===== src/rtl/tdc_pulse_pair_gen_if.sv =====
// Control and strobe bundle of the TDC START/STOP pulse-pair generator.
// Outputs come straight from registers in the generator; there is no backpressure.
interface tdc_pulse_pair_gen_if #(
  parameter int DELAY_W = 8,
  parameter int BURST_W = 4
);
  logic               trigger;
  logic               abort;
  logic [DELAY_W-1:0] delay_code;
  logic [BURST_W-1:0] burst_len;
  logic               start_pulse;
  logic               stop_pulse;
  logic               busy;
  logic               done;
  logic [BURST_W:0]   pairs_sent;

  modport master (
    output trigger, abort, delay_code, burst_len,
    input  start_pulse, stop_pulse, busy, done, pairs_sent
  );

  modport slave (
    input  trigger, abort, delay_code, burst_len,
    output start_pulse, stop_pulse, busy, done, pairs_sent
  );
endinterface


===== src/rtl/tdc_pulse_pair_gen.sv =====
// Emits START, then STOP delay_code cycles later, repeated burst_len+1 times with a fixed gap.
// START lags the trigger edge by one cycle; triggers arriving while busy are dropped, not queued.
module tdc_pulse_pair_gen #(
  parameter int DELAY_W    = 8,
  parameter int BURST_W    = 4,
  parameter int GAP_CYCLES = 4
) (
  input  logic                 clk,
  input  logic                 rst_n,
  tdc_pulse_pair_gen_if.slave  bus
);

  if (GAP_CYCLES < 1 || GAP_CYCLES > 255) begin : g_bad_gap
    $error("tdc_pulse_pair_gen: GAP_CYCLES must be in 1..255");
  end

  localparam logic [7:0] GAP_LD = 8'(GAP_CYCLES - 1);

  typedef enum logic [1:0] {IDLE, START, WAIT, GAP} state_t;

  state_t             r_state, w_state_nxt;
  logic [DELAY_W-1:0] r_delay, w_delay_nxt;
  logic [DELAY_W-1:0] r_cnt, w_cnt_nxt;
  logic [BURST_W:0]   r_n, w_n_nxt;
  logic [BURST_W:0]   r_pairs, w_pairs_nxt;
  logic [7:0]         r_gcnt, w_gcnt_nxt;
  logic               r_start, w_start_nxt;
  logic               r_stop, w_stop_nxt;
  logic               r_done, w_done_nxt;
  logic               w_launch;
  logic [DELAY_W-1:0] w_ld_delay;

  always_comb begin
    w_state_nxt = r_state;
    w_delay_nxt = r_delay;
    w_cnt_nxt   = r_cnt;
    w_n_nxt     = r_n;
    w_pairs_nxt = r_pairs;
    w_gcnt_nxt  = r_gcnt;
    w_start_nxt = 1'b0;
    w_stop_nxt  = 1'b0;
    w_done_nxt  = 1'b0;
    w_launch    = 1'b0;
    w_ld_delay  = r_delay;

    case (r_state)
      IDLE: begin
        // The done cycle still blocks a launch so back-to-back sequences are spaced by two cycles.
        if (bus.trigger && !bus.abort && !r_done) begin
          w_launch    = 1'b1;
          w_ld_delay  = bus.delay_code;
          w_delay_nxt = bus.delay_code;
          w_n_nxt     = {1'b0, bus.burst_len} + {{BURST_W{1'b0}}, 1'b1};
          w_pairs_nxt = '0;
        end
      end
      START, WAIT: begin
        // r_cnt == 0 marks the cycle in which the STOP strobe is on the output.
        if (r_cnt == '0) begin
          if (r_pairs == r_n) begin
            w_state_nxt = IDLE;
            w_done_nxt  = 1'b1;
          end else if (GAP_CYCLES == 1) begin
            w_launch = 1'b1;
          end else begin
            w_state_nxt = GAP;
            w_gcnt_nxt  = GAP_LD;
          end
        end else begin
          w_state_nxt = WAIT;
          w_cnt_nxt   = r_cnt - 1'b1;
          if (r_cnt == DELAY_W'(1)) begin
            w_stop_nxt  = 1'b1;
            w_pairs_nxt = r_pairs + 1'b1;
          end
        end
      end
      GAP: begin
        if (r_gcnt == 8'd1) w_launch = 1'b1;
        else                w_gcnt_nxt = r_gcnt - 1'b1;
      end
      default: w_state_nxt = IDLE;
    endcase

    if (w_launch) begin
      w_state_nxt = START;
      w_start_nxt = 1'b1;
      w_cnt_nxt   = w_ld_delay;
      if (w_ld_delay == '0) begin
        w_stop_nxt  = 1'b1;
        w_pairs_nxt = w_pairs_nxt + 1'b1;
      end
    end

    // Abort wins over everything, including a STOP due on this edge.
    if (bus.abort && r_state != IDLE) begin
      w_state_nxt = IDLE;
      w_start_nxt = 1'b0;
      w_stop_nxt  = 1'b0;
      w_done_nxt  = 1'b0;
      w_pairs_nxt = r_pairs;
    end
  end

  always_ff @(posedge clk or negedge rst_n) begin
    if (!rst_n) begin
      r_state <= IDLE;
      r_delay <= '0;
      r_cnt   <= '0;
      r_n     <= '0;
      r_pairs <= '0;
      r_gcnt  <= '0;
      r_start <= 1'b0;
      r_stop  <= 1'b0;
      r_done  <= 1'b0;
    end else begin
      r_state <= w_state_nxt;
      r_delay <= w_delay_nxt;
      r_cnt   <= w_cnt_nxt;
      r_n     <= w_n_nxt;
      r_pairs <= w_pairs_nxt;
      r_gcnt  <= w_gcnt_nxt;
      r_start <= w_start_nxt;
      r_stop  <= w_stop_nxt;
      r_done  <= w_done_nxt;
    end
  end

  assign bus.start_pulse = r_start;
  assign bus.stop_pulse  = r_stop;
  assign bus.busy        = (r_state != IDLE);
  assign bus.done        = r_done;
  assign bus.pairs_sent  = r_pairs;

endmodule


===== src/flat_wrapper.sv =====
// flat-port wrapper written by rule: the top's interface ports become plain ports
module tdc_pulse_pair_gen_flat 
#(
  parameter int DELAY_W    = 8,
  parameter int BURST_W    = 4,
  parameter int GAP_CYCLES = 4
)
  (clk, rst_n, bus_trigger, bus_abort, bus_delay_code, bus_burst_len, bus_start_pulse, bus_stop_pulse, bus_busy, bus_done, bus_pairs_sent);
  tdc_pulse_pair_gen_if #(.DELAY_W(DELAY_W), .BURST_W(BURST_W)) bus_i ();
  input  logic clk;
  input  logic rst_n;
  input wire logic [$bits(bus_i.trigger)-1:0] bus_trigger;
  input wire logic [$bits(bus_i.abort)-1:0] bus_abort;
  input wire logic [$bits(bus_i.delay_code)-1:0] bus_delay_code;
  input wire logic [$bits(bus_i.burst_len)-1:0] bus_burst_len;
  output wire logic [$bits(bus_i.start_pulse)-1:0] bus_start_pulse;
  output wire logic [$bits(bus_i.stop_pulse)-1:0] bus_stop_pulse;
  output wire logic [$bits(bus_i.busy)-1:0] bus_busy;
  output wire logic [$bits(bus_i.done)-1:0] bus_done;
  output wire logic [$bits(bus_i.pairs_sent)-1:0] bus_pairs_sent;
  assign bus_i.trigger = bus_trigger;
  assign bus_i.abort = bus_abort;
  assign bus_i.delay_code = bus_delay_code;
  assign bus_i.burst_len = bus_burst_len;
  assign bus_start_pulse = bus_i.start_pulse;
  assign bus_stop_pulse = bus_i.stop_pulse;
  assign bus_busy = bus_i.busy;
  assign bus_done = bus_i.done;
  assign bus_pairs_sent = bus_i.pairs_sent;
  tdc_pulse_pair_gen #(.DELAY_W(DELAY_W), .BURST_W(BURST_W), .GAP_CYCLES(GAP_CYCLES)) u_core (.clk(clk), .rst_n(rst_n), .bus(bus_i));
endmodule

===== config.mk =====
export PLATFORM = sky130hd
export DESIGN_NAME = tdc_pulse_pair_gen_flat
export DESIGN_NICKNAME = d
export VERILOG_FILES = /design/src/rtl/tdc_pulse_pair_gen_if.sv /design/src/rtl/tdc_pulse_pair_gen.sv /design/src/flat_wrapper.sv
export SDC_FILE = /design/constraint.sdc
export NUM_CORES = 1
export LEC_CHECK = 0
export CAP_MARGIN = 5
export CORE_MARGIN = 2
export CORE_UTILIZATION = 43
export CTS_BUF_LIST = sky130_fd_sc_hd__clkbuf_4 sky130_fd_sc_hd__clkbuf_8
export DETAILED_ROUTE_END_ITERATION = 10
export GPL_TIMING_DRIVEN = 1
export PLACE_DENSITY = 0.7
export SLEW_MARGIN = 20
export SYNTH_ARGS = -nofsm -noshare
export SYNTH_HDL_FRONTEND = slang
export SYNTH_SLANG_ARGS = --single-unit

===== constraint.sdc =====
create_clock -name clk -period 4.68 [get_ports clk]
set_input_delay 1.17 -clock clk [delete_from_list [all_inputs] [get_ports clk]]
set_output_delay 1.17 -clock clk [all_outputs]
set_load 0.03 [all_outputs]

==> results of run 1 <==
state kept, by name, summed over array words and instances, names as in the netlist:
signal / flops
u_core.r_cnt: 8
u_core.r_delay: 8
u_core.r_gcnt: 8
u_core.bus.pairs_sent: 5
u_core.r_n: 5
u_core.r_state: 2
u_core.bus.done: 1
u_core.bus.start_pulse: 1
u_core.bus.stop_pulse: 1
placed cells by master, fill, tap and decap left out, types with 4 or more instances in the layout:
cell type	n
nand2_1	50
dfrtp_1	39
clkdlybuf4s50_1	23
nor2_1	18
o21ai_0	16
nand3_1	12
a21oi_1	11
inv_1	10
xor2_1	9
ha_1	9
nor3_1	8
nor4_1	5
clkbuf_8	5
nor2b_1	4
nor3b_1	4
o31a_1	4
through the flow:
| step | cells | area [um2] | worst slack [ps] | util |
|---|---|---|---|---|
| floorplan | 263 | 2370 | 1880 | - |
| global placement | 352 | 2650 | 1220 | 0.489 |
| detailed placement | 352 | 2650 | 1180 | 0.489 |
| CTS | 360 | 2730 | 1460 | 0.506 |
| global route | 360 | 2730 | 1220 | 0.506 |
| finish | 360 | 2730 | 1430 | 0.506 |
cell families after synthesis:
group,after synthesis,synth area share
XOR/XNOR,11,0.0407
AO/OA/AOI/OAI,58,0.172
AND/OR/NAND/NOR,125,0.276
adder cells (fa/ha/maj),9,0.0476
flip-flops,39,0.412
multiplexers,3,0.0132
buffers and inverters,18,0.0375
metal layers:
| layer | wire length (um) | share of wire |
|---|---|---|
| met1 | 2630 | 0.50 |
| met2 | 2270 | 0.43 |
| met3 | 220 | 0.042 |
| met4 | 122 | 0.023 |
| met5 | 0 | 0 |
worst register-to-register path: stages, from the launching register on:
cell     delay, ps
dfrtp_1        400
inv_1           90
ha_1           250
nor4b_1        750
nand2_1        220
a221o_2        420
ha_1           210
o31a_1         100
nand4_1        120
o31a_1         160
o21ai_1         50
worst paths after layout:
path / startpoint / slack, ps / end / depth (start not counted)
max: bus_abort / 1430 / u_core.bus.pairs_sent[3] / 7
min: u_core.r_gcnt[7] / 480 / u_core.r_gcnt[7] / 1
max reg2reg: u_core.r_cnt[0] / 1800 / u_core.bus.pairs_sent[4] / 10
min reg2reg: u_core.r_gcnt[7] / 480 / u_core.r_gcnt[7] / 1
max in group asynchronous: rst_n / 3150 / u_core.r_n[0] / 1
min in group asynchronous: rst_n / 990 / u_core.r_gcnt[3] / 1
Yosys cell counts (all sizes together):
master,n
a21boi,2
a21oi,11
a221o,3
a22oi,2
a311oi,1
a31oi,1
and2,3
and4,1
and4bb,1
buf,2
clkbuf,5
clkinv,1
dfrtp,39
ha,9
inv,10
mux2,1
mux2i,2
nand2,51
nand2b,3
nand3,12
nand3b,1
nand4,3
nor2,18
nor2b,4
nor3,9
nor3b,4
nor4,7
nor4b,2
o211ai,3
o21a,1
o21ai,19
o21bai,1
o221ai,1
o311a,1
o31a,4
o31ai,4
o32ai,1
o41ai,3
or3,2
or4,3
or4b,1
xnor2,2
xor2,9
layout make-up:
type / instances / area share
inverter: 11 / 0.0151
clock buffer: 6 / 0.0279
clock inverter: 2 / 0.00458
sequential: 39 / 0.357
multi-input combinational: 206 / 0.476
timing repair buffer: 24 / 0.0860
tap: 72 / 0.0330
power by group:
group / internal (W) / switching (W) / total, W
sequential: 0.000455 / 0.000114 / 0.000569
combinational: 0.000271 / 0.000422 / 0.000693
clock: 0.000110 / 0.000118 / 0.000228
total: 0.000835 / 0.000654 / 0.00149
==> impl_metrics.json, run 1 <==
{
  "worst_path_max_delay_cell": "and4bb_1",
  "fmax_mhz": 308,
  "initialDrtViolationCount": 135,
  "worstSkewPairLatency_ps": 290,
  "gp_congestion": 0.885,
  "wl_mm": 5.24,
  "finClkSkew_ps": 6.14,
  "tightest_slew_ps": 984,
  "antenna_left": 0,
  "antenna_found_initial": 0,
  "synth_cell_types": 55,
  "setup_viol": 0,
  "area_growth_pct": 15.5,
  "insertedDiodeCount": 0,
  "critical_path.cell_chain": "clkdlybuf4s50_1 -> and4bb_1 -> nand3_1 -> o21ai_0 -> nand2_1 -> o31a_1 -> o31ai_2",
  "dp_hpwl_mm": 3.87,
  "drv_cap": 0,
  "hold_viol": 0,
  "cts-hold-fix-buffers": 0,
  "cts_tree": "built",
  "syn_inst": 263,
  "grt_pass1_vias": 1871,
  "synth_seq_area_share": 0.412,
  "fin_nets": 312,
  "coreArea_mm2": 0.00541,
  "crit_fanout": 18,
  "grt_usage": 0.185,
  "synthesis.area_mm2": 0.00237,
  "setup.worst_path.class": "input port to flip-flop",
  "first_pass_iters": 4,
  "syn_avg_cell_area_um2": 9.00,
  "yosys-top-cells-area": "dfrtp_1 (41%), nand2_1 (7.9%), ha_1 (4.8%)",
  "leakage_nw": 1.14,
  "report.final.slew_viol_count": 0,
  "synth-seq-cells": 39,
  "total_power_w": 0.00149,
  "fin_tns_setup_ps": 0,
  "gr-usage-met2": 0.284,
  "io_pins": 25,
  "vias": 1965,
  "grtUsageMet1": 0.256,
  "slowest_delay_ps": 680,
  "ir_drop_uv": 312,
  "slew_headroom": 0.343,
  "vias_per_cell": 5.46,
  "initial_core_util": 0.438,
  "status": "finished clean",
  "nFillCells": 529,
  "synth_top_area_frac": 0.412,
  "clockRootBuffer": "clkbuf_8",
  "p_per_area_mw_per_mm2": 545,
  "busiest_layer": "met2",
  "met3_usage": 0.0414,
  "hp-class": "flip-flop to flip-flop",
  "cp-end-kind": "flip-flop",
  "path_clk_slew_ps": 80,
  "wl_per_cell_um": 14.6,
  "grt_max_degree": 40,
  "path_buf_inv": 1,
  "clock_sinks": 39,
  "arrival_ps": 3450,
  "yosysTopAreaCell": "dfrtp_1",
  "drc": 0,
  "synth_nets": 288,
  "cp-start-kind": "input port",
  "cts_buffer_depth": 2,
  "cp_top_family": "simple AND/OR/NAND/NOR gates",
  "die_x_um": 78.2,
  "yosysWarnings": 0,
  "fin_crit_sh": 0.694,
  "crit_required_ps": 4880,
  "numCtsBuffers": 5,
  "die_h_um": 78.2,
  "dieArea_mm2": 0.00611,
  "grt_pass1_wl_mm": 8.97,
  "drive_above_1_share": 0.0799,
  "period_needed_ps": 3250,
  "post-cts-setup-buffer-count": 0,
  "port_buffers": 24,
  "rows": 27,
  "cts-htree-levels": 2,
  "post_cts_resized": 0,
  "multi_input_area_mm2": 0.00130,
  "regArea_um2": 976,
  "whs_ps": 484,
  "grt_overflow_total": 0,
  "rsz0062_at_grt": "false"
}
(Power assumes the default switching activity.)
==> run 2: changes to the inputs <==
- clock period: 4.68 -> 3.35 ns (I/O delays scaled with it)
==> run 2 against run 1 <==
Against the previous run: utilization is 0.69 points higher; flip-flop and latch count unchanged; sequential power is 40% higher; first-iteration DRC count shrank 27%; critical endpoint is now u_core.bus.pairs_sent[4]; clock power increased by 43%; final area increased by 1.4%; global-route usage increased by 0.86 points.
==> impl_metrics.json, run 2 (synthesis results as in run 1) <==
{
  "hp-class": "flip-flop to flip-flop",
  "arrival_ps": 2980,
  "setup_viol": 0,
  "antenna_found_initial": 0,
  "crit_end": "u_core.bus.pairs_sent[4]",
  "clock_sinks": 39,
  "fin_nets": 317,
  "cp-start-kind": "input port",
  "vias_per_cell": 5.56,
  "layout_commonest_cell": "nand2_1",
  "gp_congestion": 0.882,
  "drc": 0,
  "seqPwrFrac": 0.374,
  "worst_slack_ps": 550,
  "grt_pass1_vias": 1995,
  "path_clk_slew_ps": 80,
  "rsz0062_at_grt": "false",
  "post-cts-setup-buffer-count": 0,
  "p_int_w": 0.00120,
  "initialDrtViolationCount": 99,
  "r2r-start": "u_core.r_cnt[0]",
  "numCtsBuffers": 5,
  "dp_hpwl_mm": 4.04,
  "final_cell_mix": "nand2_1 (50), dfrtp_1 (39), clkdlybuf4s50_1 (23), nor2_1 (18), o21ai_0 (16)",
  "cts_tree": "built",
  "die_x_um": 78.2,
  "drv_cap": 0,
  "fin_area_mm2": 0.00277,
  "multi_input_area_mm2": 0.00130,
  "finClkSkew_ps": 9.02,
  "first_pass_iters": 4,
  "top_regs": "u_core.r_cnt x8, u_core.r_delay x8, u_core.r_gcnt x8",
  "insertedDiodeCount": 0,
  "area_growth_pct": 17.1,
  "p_per_area_mw_per_mm2": 770,
  "dieArea_mm2": 0.00611,
  "initial_core_util": 0.438,
  "p_sw_frac": 0.439,
  "tightest_slew_ps": 877,
  "io_pins": 25,
  "reg2regPathDepth": 10,
  "vias": 2030,
  "r2r_end": "u_core.bus.pairs_sent[4]",
  "die_h_um": 78.2,
  "rows": 27,
  "port_buffers": 24,
  "fin_crit_sh": 0.836,
  "slew_headroom": 0.415,
  "report.final.slew_viol_count": 0,
  "setup.worst_path.class": "input port to flip-flop",
  "regArea_um2": 976,
  "grt_pass1_wl_mm": 9.36,
  "power.share.clock": 0.153,
  "worstSkewPairLatency_ps": 300,
  "p_switching_w": 0.000937,
  "cp-end-kind": "flip-flop",
  "wl_per_cell_um": 15.1,
  "crit_start": "bus_abort",
  "nFillCells": 530,
  "fmax_mhz": 357,
  "fin_tns_setup_ps": 0,
  "coreArea_mm2": 0.00541,
  "ff2ff_setup_slack_ps": 720,
  "post-place-ws_ps": 263,
  "crit_required_ps": 3530,
  "grt_max_degree": 40,
  "wl_mm": 5.51,
  "cts-hold-fix-buffers": 0,
  "power_frac_comb": 0.473,
  "grt_overflow_total": 0,
  "cts-htree-levels": 2,
  "crit_fanout": 5,
  "leakage_nw": 1.16,
  "hold_viol": 0,
  "ir_drop_uv": 307,
  "status": "finished clean",
  "clockRootBuffer": "clkbuf_8",
  "placed_area_mm2": 0.00268,
  "grt_usage": 0.193,
  "drive_above_1_share": 0.0956,
  "period_needed_ps": 2800,
  "cts_buffer_depth": 2,
  "post_cts_resized": 0,
  "antenna_left": 0
}
## run 2: layout make-up
type	instances	area share
clock buffer	6	0.0275
clock inverter	2	0.00451
inverter	11	0.0149
multi-input combinational	206	0.470
sequential	39	0.352
tap	72	0.0325
timing repair buffer	29	0.0984
## run 2: power by group through the flow
stage          Sequential (W)  Clock, W  Combinational, W
2_1_floorplan        0.000783         0          0.000759
3_3_place_gp         0.000797         0          0.000983
3_5_place_dp         0.000803         0           0.00100
4_1_cts              0.000795  0.000335           0.00101
5_1_grt              0.000823  0.000353           0.00114
6_report             0.000798  0.000327           0.00101
## run 2: critical path: stages
cell and delay [ps]:
clkdlybuf4s50_1 460, nor4b_1 410, nor2_1 180, a221o_2 450, ha_1 220, o31a_1 100
nand4_1 100, o31a_1 150, o21ai_1 50
## run 2: how the worst min path moves through the flow
stage                            from                end  slack, ps  depth (start not counted)
floorplan            u_core.r_gcnt[7]   u_core.r_gcnt[7]        450                          1
global placement    u_core.r_delay[7]  u_core.r_delay[7]        460                          2
global route         u_core.r_gcnt[7]   u_core.r_gcnt[7]        530                          1
CTS                 u_core.r_delay[7]  u_core.r_delay[7]        490                          2
detailed placement  u_core.r_delay[7]  u_core.r_delay[7]        470                          2
finish              u_core.r_delay[7]  u_core.r_delay[7]        490                          2
## run 2: per-layer routing
layer | vias up | global-route usage | wire, um
li1 | 1006 | - | -
met2 | 49 | 0.313 | 2460
met5 | - | 0 | 0
met3 | 9 | 0.0322 | 180
met4 | 0 | 0.0702 | 87
met1 | 966 | 0.262 | 2790
## run 2: per-stage QoR
stage	std cells	util	total power [W]	hold slack, ps
finish	365	0.513	0.00213	490
detailed placement	357	0.496	0.00180	465
CTS	365	0.513	0.00214	485
global placement	357	0.496	0.00178	461
floorplan	263	-	0.00154	445
global route	365	0.513	0.00232	527
==> run 3: changes to the inputs <==
- PLACE_DENSITY: 0.7 -> 0.73
- clock period: 3.35 -> 2.3 ns (I/O delays scaled with it)
==> run 3 against run 2 <==
Against the previous run: non-clock buffer count up 27; clock skew down 0.57 ps; die area unchanged; worst hold slack worse by 170 ps; utilization up 5.0 points; via count up 4.1%; final area up 9.8%; first-iteration DRC count up 42%; combinational power up 74%; critical endpoint unchanged; largest cell class unchanged; highest routed layer unchanged.
==> impl_metrics.json, run 3 (synthesis results as in run 1) <==
{
  "status": "finished clean",
  "worstSkewPairLatency_ps": 290,
  "drv_cap": 0,
  "slew_headroom": 0.650,
  "fin_tns_setup_ps": 0,
  "period_needed_ps": 2260,
  "initial_core_util": 0.438,
  "r2r_end": "u_core.bus.pairs_sent[4]",
  "port_buffers": 24,
  "leakage_nw": 1.31,
  "layout_commonest_cell": "nand2_1",
  "die_x_um": 78.2,
  "hp-class": "input port to asynchronous set/reset pin",
  "fin_crit_sh": 0.985,
  "setup_viol": 0,
  "seqPwrFrac": 0.337,
  "placed_area_mm2": 0.00289,
  "ir_drop_uv": 552,
  "hold_viol": 0,
  "fmax_mhz": 442,
  "die_h_um": 78.2,
  "grt_pass1_vias": 2058,
  "cp-end-kind": "flip-flop",
  "p_int_w": 0.00198,
  "wl_mm": 5.52,
  "dieArea_mm2": 0.00611,
  "report.final.slew_viol_count": 0,
  "reg2regPathDepth": 8,
  "cts_tree": "built",
  "coreArea_mm2": 0.00541,
  "p_sw_frac": 0.420,
  "worst_slack_ps": 35.4,
  "cp-start-kind": "flip-flop",
  "fin_nets": 344,
  "grt_usage": 0.195,
  "power.share.clock": 0.147,
  "clockRootBuffer": "clkbuf_8",
  "drive_above_1_share": 0.209,
  "total_power_w": 0.00341,
  "r2r-start": "u_core.r_cnt[4]",
  "top_regs": "u_core.r_cnt x8, u_core.r_delay x8, u_core.r_gcnt x8",
  "rows": 27,
  "gp_congestion": 0.884,
  "vias": 2113,
  "first_pass_iters": 4,
  "grt_max_degree": 40,
  "insertedDiodeCount": 0,
  "dp_hpwl_mm": 4.19,
  "initialDrtViolationCount": 141,
  "cts_buffer_depth": 2,
  "clock_sinks": 39,
  "io_pins": 25,
  "area_growth_pct": 28.5,
  "cts-htree-levels": 2,
  "grt_overflow_total": 0,
  "vias_per_cell": 5.39,
  "fin_area_mm2": 0.00304,
  "crit_required_ps": 2480,
  "numCtsBuffers": 5,
  "drc": 0,
  "grt_pass1_wl_mm": 9.53,
  "nFillCells": 494,
  "tightest_slew_ps": 522,
  "post-cts-setup-buffer-count": 0,
  "finClkSkew_ps": 8.46,
  "rsz0062_at_grt": "true",
  "power_frac_comb": 0.516,
  "post-place-ws_ps": -477,
  "antenna_found_initial": 0,
  "crit_fanout": 6,
  "wl_per_cell_um": 14.1,
  "ff2ff_setup_slack_ps": 40,
  "p_switching_w": 0.00143,
  "final_cell_mix": "nand2_1 (49), dfrtp_1 (39), buf_4 (32), clkdlybuf4s50_1 (21), nor2_1 (17)",
  "setup.worst_path.class": "flip-flop to flip-flop",
  "arrival_ps": 2440,
  "antenna_left": 0,
  "path_clk_slew_ps": 80,
  "p_per_area_mw_per_mm2": 1120
}
==> run 3: cell types whose count changed in the layout (fill, tap and decap cells not counted), moves of 2 or more <==
cell / previous run / this run
clkdlybuf4s50_1: 23 / 21
ha_2: 0 / 3
ha_1: 9 / 5
buf_4: 5 / 32
inv_2: 0 / 2
inv_1: 10 / 8
==> run 3: timing repair <==
item,4_1_cts,5_1_grt
hold buffers,0,0
pin swaps,2,6
resized for setup,6,12
setup endpoints to repair,4,13
==> run 3: critical path: stages (launching register included) <==
cell	delay (ps)
dfrtp_1	460
or4_4	610
nor4_4	280
a221o_2	170
ha_2	170
o31a_1	120
nand4_1	100
a22oi_1	150
o21ai_1	80
==> run 3: worst max-delay path by stage <==
stage	startpoint	end	slack, ps	cells past startpoint
2_1_floorplan	u_core.r_cnt[0]	u_core.bus.pairs_sent[4]	0.7	10
3_3_place_gp	bus_abort	u_core.bus.pairs_sent[4]	-410	9
3_5_place_dp	bus_abort	u_core.bus.pairs_sent[4]	-480	9
4_1_cts	u_core.r_state[0]	u_core.bus.pairs_sent[3]	-20	7
5_1_grt	u_core.r_cnt[0]	u_core.bus.pairs_sent[4]	-70	10
6_report	u_core.r_cnt[4]	u_core.bus.pairs_sent[4]	40	8
==> run 3: routing by layer <==
| layer | share of wire | global-route usage | vias up |
|---|---|---|---|
| met1 | 0.47 | 0.267 | 997 |
| met5 | 0 | 0 | - |
| met4 | 0.0087 | 0.0474 | 0 |
| met3 | 0.053 | 0.0333 | 6 |
| met2 | 0.47 | 0.324 | 48 |
| li1 | - | - | 1062 |
==> run 3: power by group through the flow <==
stage | Combinational (W) | Clock [W] | Sequential (W)
finish | 0.00176 | 0.000501 | 0.00115
global route | 0.00196 | 0.000540 | 0.00119
CTS | 0.00171 | 0.000512 | 0.00114
detailed placement | 0.00168 | 0 | 0.00115
global placement | 0.00165 | 0 | 0.00114
floorplan | 0.00111 | 0 | 0.00114
==> run 3: area by class of cell <==
| type | instances | area [um2] | share of cell area |
|---|---|---|---|
| clock buffer | 7 | 90.1 | 0.0296 |
| sequential | 39 | 976 | 0.321 |
| tap | 72 | 90.1 | 0.0296 |
| multi-input combinational | 206 | 1360 | 0.447 |
| clock inverter | 1 | 8.76 | 0.00288 |
| inverter | 11 | 41.3 | 0.0136 |
| timing repair buffer | 56 | 477 | 0.157 |
==> run 3: through the flow <==
step | utilization | std cells | hold slack (ps)
6_report | 0.563 | 392 | 319
5_1_grt | 0.563 | 392 | 376
4_1_cts | 0.556 | 392 | 341
3_5_place_dp | 0.534 | 384 | 477
3_3_place_gp | 0.534 | 384 | 468
2_1_floorplan | - | 263 | 279
